`src/rtl/button_debouncer.sv`:
```
// Push-button conditioner: 2-flop synchroniser, debounce FSM, auto-repeat.
// Turns a raw bouncing button into a clean level and one-cycle events.
//
// Ports:
//   clk           in  system clock, rising edge
//   reset         in  asynchronous, active-low reset
//   btn_in        in  raw button, asynchronous, active-high
//   btn_level     out debounced button level
//   press_pulse   out one cycle on an accepted press
//   release_pulse out one cycle on an accepted release
//   repeat_pulse  out one cycle per auto-repeat step
//   step_pulse    out press_pulse | repeat_pulse
module button_debouncer #(
   parameter int DEBOUNCE_CYCLES = 1_000_000,
   parameter bit REPEAT_EN       = 1'b0,
   parameter int HOLD_CYCLES     = 50_000_000,
   parameter int REPEAT_CYCLES   = 10_000_000,
   parameter int CNT_WIDTH       = 26
) (
   input  logic clk,
   input  logic reset,
   input  logic btn_in,
   output logic btn_level,
   output logic press_pulse,
   output logic release_pulse,
   output logic repeat_pulse,
   output logic step_pulse
);

   typedef enum logic [1:0] {
      IDLE,
      PRESS_WAIT,
      HELD,
      RELEASE_WAIT
   } state_t;

   localparam logic [CNT_WIDTH-1:0] DEB_LAST =
      CNT_WIDTH'(DEBOUNCE_CYCLES - 1);
   localparam logic [CNT_WIDTH-1:0] HOLD_LAST =
      CNT_WIDTH'(HOLD_CYCLES - 1);
   localparam logic [CNT_WIDTH-1:0] REP_LAST =
      CNT_WIDTH'(REPEAT_CYCLES - 1);

   logic s1_q, s2_q;

   state_t               state_q, state_d;
   logic [CNT_WIDTH-1:0] cnt_q, cnt_d;
   // 0: waiting out the initial hold, 1: periodic repeat phase
   logic                 phase_q, phase_d;

   logic press_ev, release_ev, repeat_ev;

   logic level_q, level_d;
   logic press_q, press_d;
   logic release_q, release_d;
   logic repeat_q, repeat_d;
   logic step_q, step_d;

   always_ff @(posedge clk or negedge reset) begin
      if (!reset) begin
         s1_q <= 1'b0;
         s2_q <= 1'b0;
      end else begin
         s1_q <= btn_in;
         s2_q <= s1_q;
      end
   end

   // State register, including the registered outputs
   always_ff @(posedge clk or negedge reset) begin
      if (!reset) begin
         state_q   <= IDLE;
         cnt_q     <= '0;
         phase_q   <= 1'b0;
         level_q   <= 1'b0;
         press_q   <= 1'b0;
         release_q <= 1'b0;
         repeat_q  <= 1'b0;
         step_q    <= 1'b0;
      end else begin
         state_q   <= state_d;
         cnt_q     <= cnt_d;
         phase_q   <= phase_d;
         level_q   <= level_d;
         press_q   <= press_d;
         release_q <= release_d;
         repeat_q  <= repeat_d;
         step_q    <= step_d;
      end
   end

   // Next-state logic; every transition clears the counter
   always_comb begin
      state_d    = state_q;
      cnt_d      = cnt_q + CNT_WIDTH'(1);
      phase_d    = phase_q;
      press_ev   = 1'b0;
      release_ev = 1'b0;
      repeat_ev  = 1'b0;
      unique case (state_q)
         IDLE: begin
            cnt_d = '0;
            if (s2_q) state_d = PRESS_WAIT;
         end
         PRESS_WAIT: begin
            if (!s2_q) begin
               state_d = IDLE;
               cnt_d   = '0;
            end else if (cnt_q == DEB_LAST) begin
               state_d  = HELD;
               cnt_d    = '0;
               phase_d  = 1'b0;
               press_ev = 1'b1;
            end
         end
         HELD: begin
            if (!s2_q) begin
               state_d = RELEASE_WAIT;
               cnt_d   = '0;
            end else if (!REPEAT_EN) begin
               cnt_d = '0;
            end else if (!phase_q && cnt_q == HOLD_LAST) begin
               cnt_d     = '0;
               phase_d   = 1'b1;
               repeat_ev = 1'b1;
            end else if (phase_q && cnt_q == REP_LAST) begin
               cnt_d     = '0;
               repeat_ev = 1'b1;
            end
         end
         RELEASE_WAIT: begin
            // A short low is a glitch: back to HELD, hold phase restarts
            if (s2_q) begin
               state_d = HELD;
               cnt_d   = '0;
               phase_d = 1'b0;
            end else if (cnt_q == DEB_LAST) begin
               state_d    = IDLE;
               cnt_d      = '0;
               release_ev = 1'b1;
            end
         end
         default: begin
            state_d = IDLE;
            cnt_d   = '0;
         end
      endcase
   end

   // Output logic, registered so no path exists from btn_in
   always_comb begin
      level_d   = (state_d == HELD) || (state_d == RELEASE_WAIT);
      press_d   = press_ev;
      release_d = release_ev;
      repeat_d  = repeat_ev;
      step_d    = press_ev | repeat_ev;
   end

   assign btn_level     = level_q;
   assign press_pulse   = press_q;
   assign release_pulse = release_q;
   assign repeat_pulse  = repeat_q;
   assign step_pulse    = step_q;

endmodule

```
`config.mk`:
```
export PLATFORM = sky130hd
export DESIGN_NAME = button_debouncer
export DESIGN_NICKNAME = d
export VERILOG_FILES = /design/src/rtl/button_debouncer.sv
export SDC_FILE = /design/constraint.sdc
export NUM_CORES = 1
export LEC_CHECK = 0
export BUFFER_PORTS_ARGS = -buffer_cell sky130_fd_sc_hd__clkbuf_2
export CORE_ASPECT_RATIO = 1.75
export CORE_MARGIN = 2
export CORE_UTILIZATION = 60
export DETAILED_ROUTE_END_ITERATION = 8
export GPL_ROUTABILITY_DRIVEN = 0
export GPL_TIMING_DRIVEN = 0
export PLACE_DENSITY_LB_ADDON = 0.12
export SYNTH_ARGS = -nofsm -noshare
export SYNTH_HDL_FRONTEND = slang
export SYNTH_SLANG_ARGS = --single-unit
```
`constraint.sdc`:
```
create_clock -name clk -period 3.9 [get_ports clk]
set_input_delay 0 -clock clk [delete_from_list [all_inputs] [get_ports clk]]
set_output_delay 0 -clock clk [all_outputs]
set_load 0.005 [all_outputs]
```
### After elaboration in Yosys (flattened, before gate mapping)

Cells that the tools add are included.

| word-level totals | value |
|---|---|
| register bits | 33 |
| bits of input ports | 3 |
| output and inout port bits | 5 |

| cells by class | value |
|---|---|
| $add $sub $neg | 1 |
| eq/ne operators | 6 |
| muxes and demuxes | 16 |
| reductions and logical operators | 3 |

Operators with widths:

| operator | number |
|---|---|
| $mux W26 | 3 |
| $pmux W26 S3 | 1 |
| $add A26 B1 Y26 const B | 1 |
| $eq A26 B20 Y1 const B | 1 |
| $mux W2 | 6 |
| $eq A2 B2 Y1 const B | 4 |
| $pmux W2 S4 | 1 |
| $mux W1 | 5 |
| $eq A2 B1 Y1 const B | 1 |
| $logic_not A2 Y1 | 1 |
| $reduce_or A2 Y1 | 1 |
| $logic_or A1 B1 Y1 | 1 |

### Depth between registers and ports, before layout

| depth | value |
|---|---|
| depth in word-level cells | 6 |
| gate-level depth with buffers | 7 |
| gate-level depth less buffers | 5 |

### Worst setup path after synthesis

Ideal clock, no wire load.

| timing | value |
|---|---|
| kind | reg2reg |
| start | register cnt_q[6] |
| end | register level_q (netlist: btn_level) |
| arrival time | 1.901 ns |
| setup slack | 1.874 ns |
| cell stages (with the launch flop) | 5 |
| path buffers | 1 |
| cell sequence | dfrtp_1 or4_4 or4_1 buf_2 mux2_4 |

| between the ends | value |
|---|---|
| longest elaborated chain between the ends | 6 |

RTL lines:

| item | line | RTL |
|---|---|---|
| start, declared | 47 | `logic [CNT_WIDTH-1:0] cnt_q, cnt_d;` |
| start signal, assigned | 82 | `cnt_q <= cnt_d;` |
| $eq A26 B20 Y1 (*) | 109, 137 |  |
| $mux W2 (on tied branches) | 137, 109 |  |
| $mux W2 (on tied branches) | 133, 106 |  |
| $pmux W2 S4 (*) | 100 | `unique case (state_q)` |
| $eq A2 B2 Y1 | 152 | `level_d = (state_d == HELD) \|\| (state_d == RELEASE_WAIT);` |
| $logic_or A1 B1 Y1 (*) | 152 |  |
| net level_d | 53 | `logic level_q, level_d;` |
| end signal, assigned | 84 | `level_q <= level_d;` |
| end, declared | 53 |  |

Mark *: on every way through the listed nets, which the timed path passes. The rest lies on a longest branch.

### Final worst setup path

| timing | value |
|---|---|
| start | register cnt_q[21] |
| end | register state_q[1] |

| between the ends | value |
|---|---|
| longest elaborated chain between the ends | 4 |

RTL lines:

| item | line | RTL |
|---|---|---|
| $eq A26 B20 Y1 (*) | 109, 137 |  |
| $mux W2 (on tied branches) | 137, 109 |  |
| $mux W2 (on tied branches) | 133, 106 |  |
| $pmux W2 S4 (*) | 100 |  |
| net state_d[1] | 46 | `state_t state_q, state_d;` |
| end signal, assigned | 81 | `state_q <= state_d;` |
| end, declared | 46 |  |

Marked as above.

==> results.toml <==
[run_status]
status = "completed"

[synthesis]
synth_cells = 162
synth_top_flop_cell = "dfrtp_1"
synth_cell_types = 37
synthTopCellsByCount = "dfrtp_1, nor2_1, a21oi_1"
async_reset_ff_frac = 1.00
syn_area_per_cell_um2 = 10.4
synthesis.nets = 166
synth_top_area_frac = 0.492
yosys_warnings = 0
yosysMostFrequentCell = "dfrtp_1"
synth_area_leaders = "dfrtp_1, xnor2_1, nor2_1"
yosysSeqAreaShare = 0.492
syn-cell-area_um2 = 1680
ys_seq_elements = 33
synth_top_cell_by_area = "dfrtp_1"
synth_edf_count = 0

[flow_run]
maxCapViolCount = 0

[placed_design]
post-place-cells = 195
dp_hpwl_mm = 2.24
port_buffers = 6

[global_route]
antenna_found_initial = 0
grt-ovfl-total = 0
grt_use_total = 0.239
grt_pass1_wl_mm = 5.64
grt_max_degree = 34
first_global_vias = 1240

[worst_setup_path]
start_kind = "register"
slowest_stage = "or4_1"
regToRegSetupSlack_ns = 1.65
criticalPathCategory = "reg -> reg"
required_ns = 4.08
critPathArrivalTime_ns = 2.42
worstPathMaxFanout = 7
reg2reg_depth = 5
worstPathCellList = "nor4_1 -> nand4_1 -> or4_1 -> buf_2 -> mux2_4"
critPathCaptureType = "register"
cp-startpoint = "cnt_q[21]$_DFF_PN0_"
crit_end = "state_q[1]$_DFF_PN0_"
worstReg2RegEnd = "state_q[1]$_DFF_PN0_"
critical_path.max_stage_delay_ns = 0.54
r2r-start = "cnt_q[21]$_DFF_PN0_"

[pwr]
ir_worst_vdd_uv = 367
swShare = 0.197
clkPwrFrac = 0.472
seq_power_share = 0.498
p_int_uw = 560
total_power_uw = 697
power.leakage_nw = 0.746
p_per_area_nw_per_um2 = 371
p_sw_uw = 137
p_comb_frac = 0.030

[clock_network]
cts_sinks = 33
clkSlewWorstSetupHoldPaths_ns = 0.07
postCtsSetupRepairBufs = 0
cts_root_buffer = "clkbuf_8"
cts_tree = "done"
max-clock-path-buffers = 2
htreeDepth = 2
cts_buffers = 5
clk_latency_ns = 0.29
cts_resized = 0

[drt]
drtIter0Drc = 56
ant_nets = 0
wl_per_cell_um = 15.6
routed_wirelength_mm = 3.19
dr.pass1.iters = 4
drc = 0
num_vias = 1291
detail_route.vias_per_cell = 6.30

[final_layout]
areaGrowthSynthToFinish_pct = 11.9
finalNonFillerCells = 205
nets = 181
diodes = 0
layout-drive-gt1-share = 0.152

[floorplan]
die_area_um2 = 3250
io_pins = 8
dieWidth_um = 44.0
core_um2 = 2690
initial_core_util = 0.624
row_count = 25
die_y_um = 74.0

[sta]
setup_viol = 0
slew_headroom = 0.473
fin_tns_setup_ns = 0
rsz0062_at_grt = "false"
fin_crit_ns = 2.25
fmax_mhz = 445
finalHoldViolations = 0
period_share = 0.576
tightest_slew_ns = 0.790
slew_violations = 0
skew_ns = 0.00907

[worst_hold_path]
hp-class = "in -> async"
==> cell type report <==
class                      count  area, um2
timing repair buffer           8       50.0
fill                         220        812
clock buffer                   7       86.3
clock inverter                 1       30.0
sequential                    33        826
tap                           27       33.8
inverter                       3       11.3
buffer                         9       60.1
multi-input combinational    117        781
==> critical path: cells and delay by family, from the launching register on <==
kind                   cells  cell delay (ns)
buffers and inverters      1             0.17
DFF                        1             0.44
muxes                      1             0.30
and+or+nand+nor            3             1.21
==> power groups by stage <==
stage	combinational, mW	sequential, mW	clock, mW
floorplan	0.00969	0.353	0
global placement	0.0192	0.354	0
CTS	0.0211	0.347	0.335
detailed placement	0.0194	0.354	0
global route	0.0236	0.348	0.347
finish	0.0207	0.347	0.329
==> stage by stage <==
stage / util / setup slack (ns) / hold WS, ns / cell area, um2
after detailed placement: 0.647 / 1.70 / 0.110 / 1740
after global placement: 0.647 / 1.69 / 0.108 / 1740
after CTS: 0.698 / 1.68 / 0.344 / 1880
after floorplan: - / 1.87 / -0.296 / 1680
after global routing: 0.698 / 1.55 / 0.367 / 1880
final: 0.698 / 1.65 / 0.331 / 1880
==> worst min-delay path by stage <==
stage	start	endpoint	slack, ns	depth (start not counted)
after detailed placement	btn_in	s1_q$_DFF_PN0_	0.11	1
after global routing	btn_in	s1_q$_DFF_PN0_	0.37	2
after CTS	reset	step_pulse$_DFF_PN0_	0.34	2
after floorplan	reset	btn_level$_DFF_PN0_	-0.30	0
final	reset	state_q[1]$_DFF_PN0_	0.33	2
after global placement	reset	btn_level$_DFF_PN0_	0.11	1
==> cell families (layout without fill, tap and decap cells) <==
kind of cell / count (synthesis) / count (layout) / synth area share
xor+xnor: 15 / 15 / 0.0783
compound gates: 21 / 21 / 0.0843
mux: 2 / 2 / 0.0179
fa+ha+maj: 1 / 1 / 0.00746
other cells: 1 / 1 / 0.00223
simple gates: 77 / 77 / 0.275
buf+inv: 12 / 28 / 0.0425
flops: 33 / 33 / 0.492
==> flip-flops by register name (all words and copies together), names as in the netlist <==
signal / flops
s1_q: 1
step_pulse: 1
cnt_q: 26
release_pulse: 1
btn_level: 1
state_q: 2
s2_q: 1
==> layer usage <==
metal	routed length, um	track usage	part of all wire	vias to the layer above
met5	0	0	0	-
met4	118	0.131	0.037	0
met3	144	0.0680	0.045	14
met2	1640	0.392	0.51	34
met1	1290	0.277	0.40	622
li1	-	-	-	621
==> cell usage in the layout, fill, tap and decap left out, drive strengths merged, types with 2 or more instances in the layout <==
master | synthesis | layout
o21ai | 5 | 5
or4b | 2 | 2
clkbuf | 1 | 14
dfrtp | 33 | 33
or3 | 6 | 6
and4 | 2 | 2
xnor2 | 9 | 9
buf | 8 | 8
nand2 | 7 | 7
xor2 | 6 | 6
dlygate4sd3 | 0 | 2
a21oi | 10 | 10
nand3b | 2 | 2
mux2 | 2 | 2
nor4 | 6 | 6
o31ai | 3 | 3
or4 | 6 | 6
nor3b | 2 | 2
nand4 | 9 | 9
nor3 | 2 | 2
nor2 | 18 | 18
o41ai | 2 | 2
inv | 3 | 3
nand3 | 9 | 9
==> repair_timing <==
item,4_1_cts,5_1_grt
endpoints found under the setup margin,0,0
hold buffers,2,0
hold endpoints to repair,34,0
(Power assumes the default switching activity.)
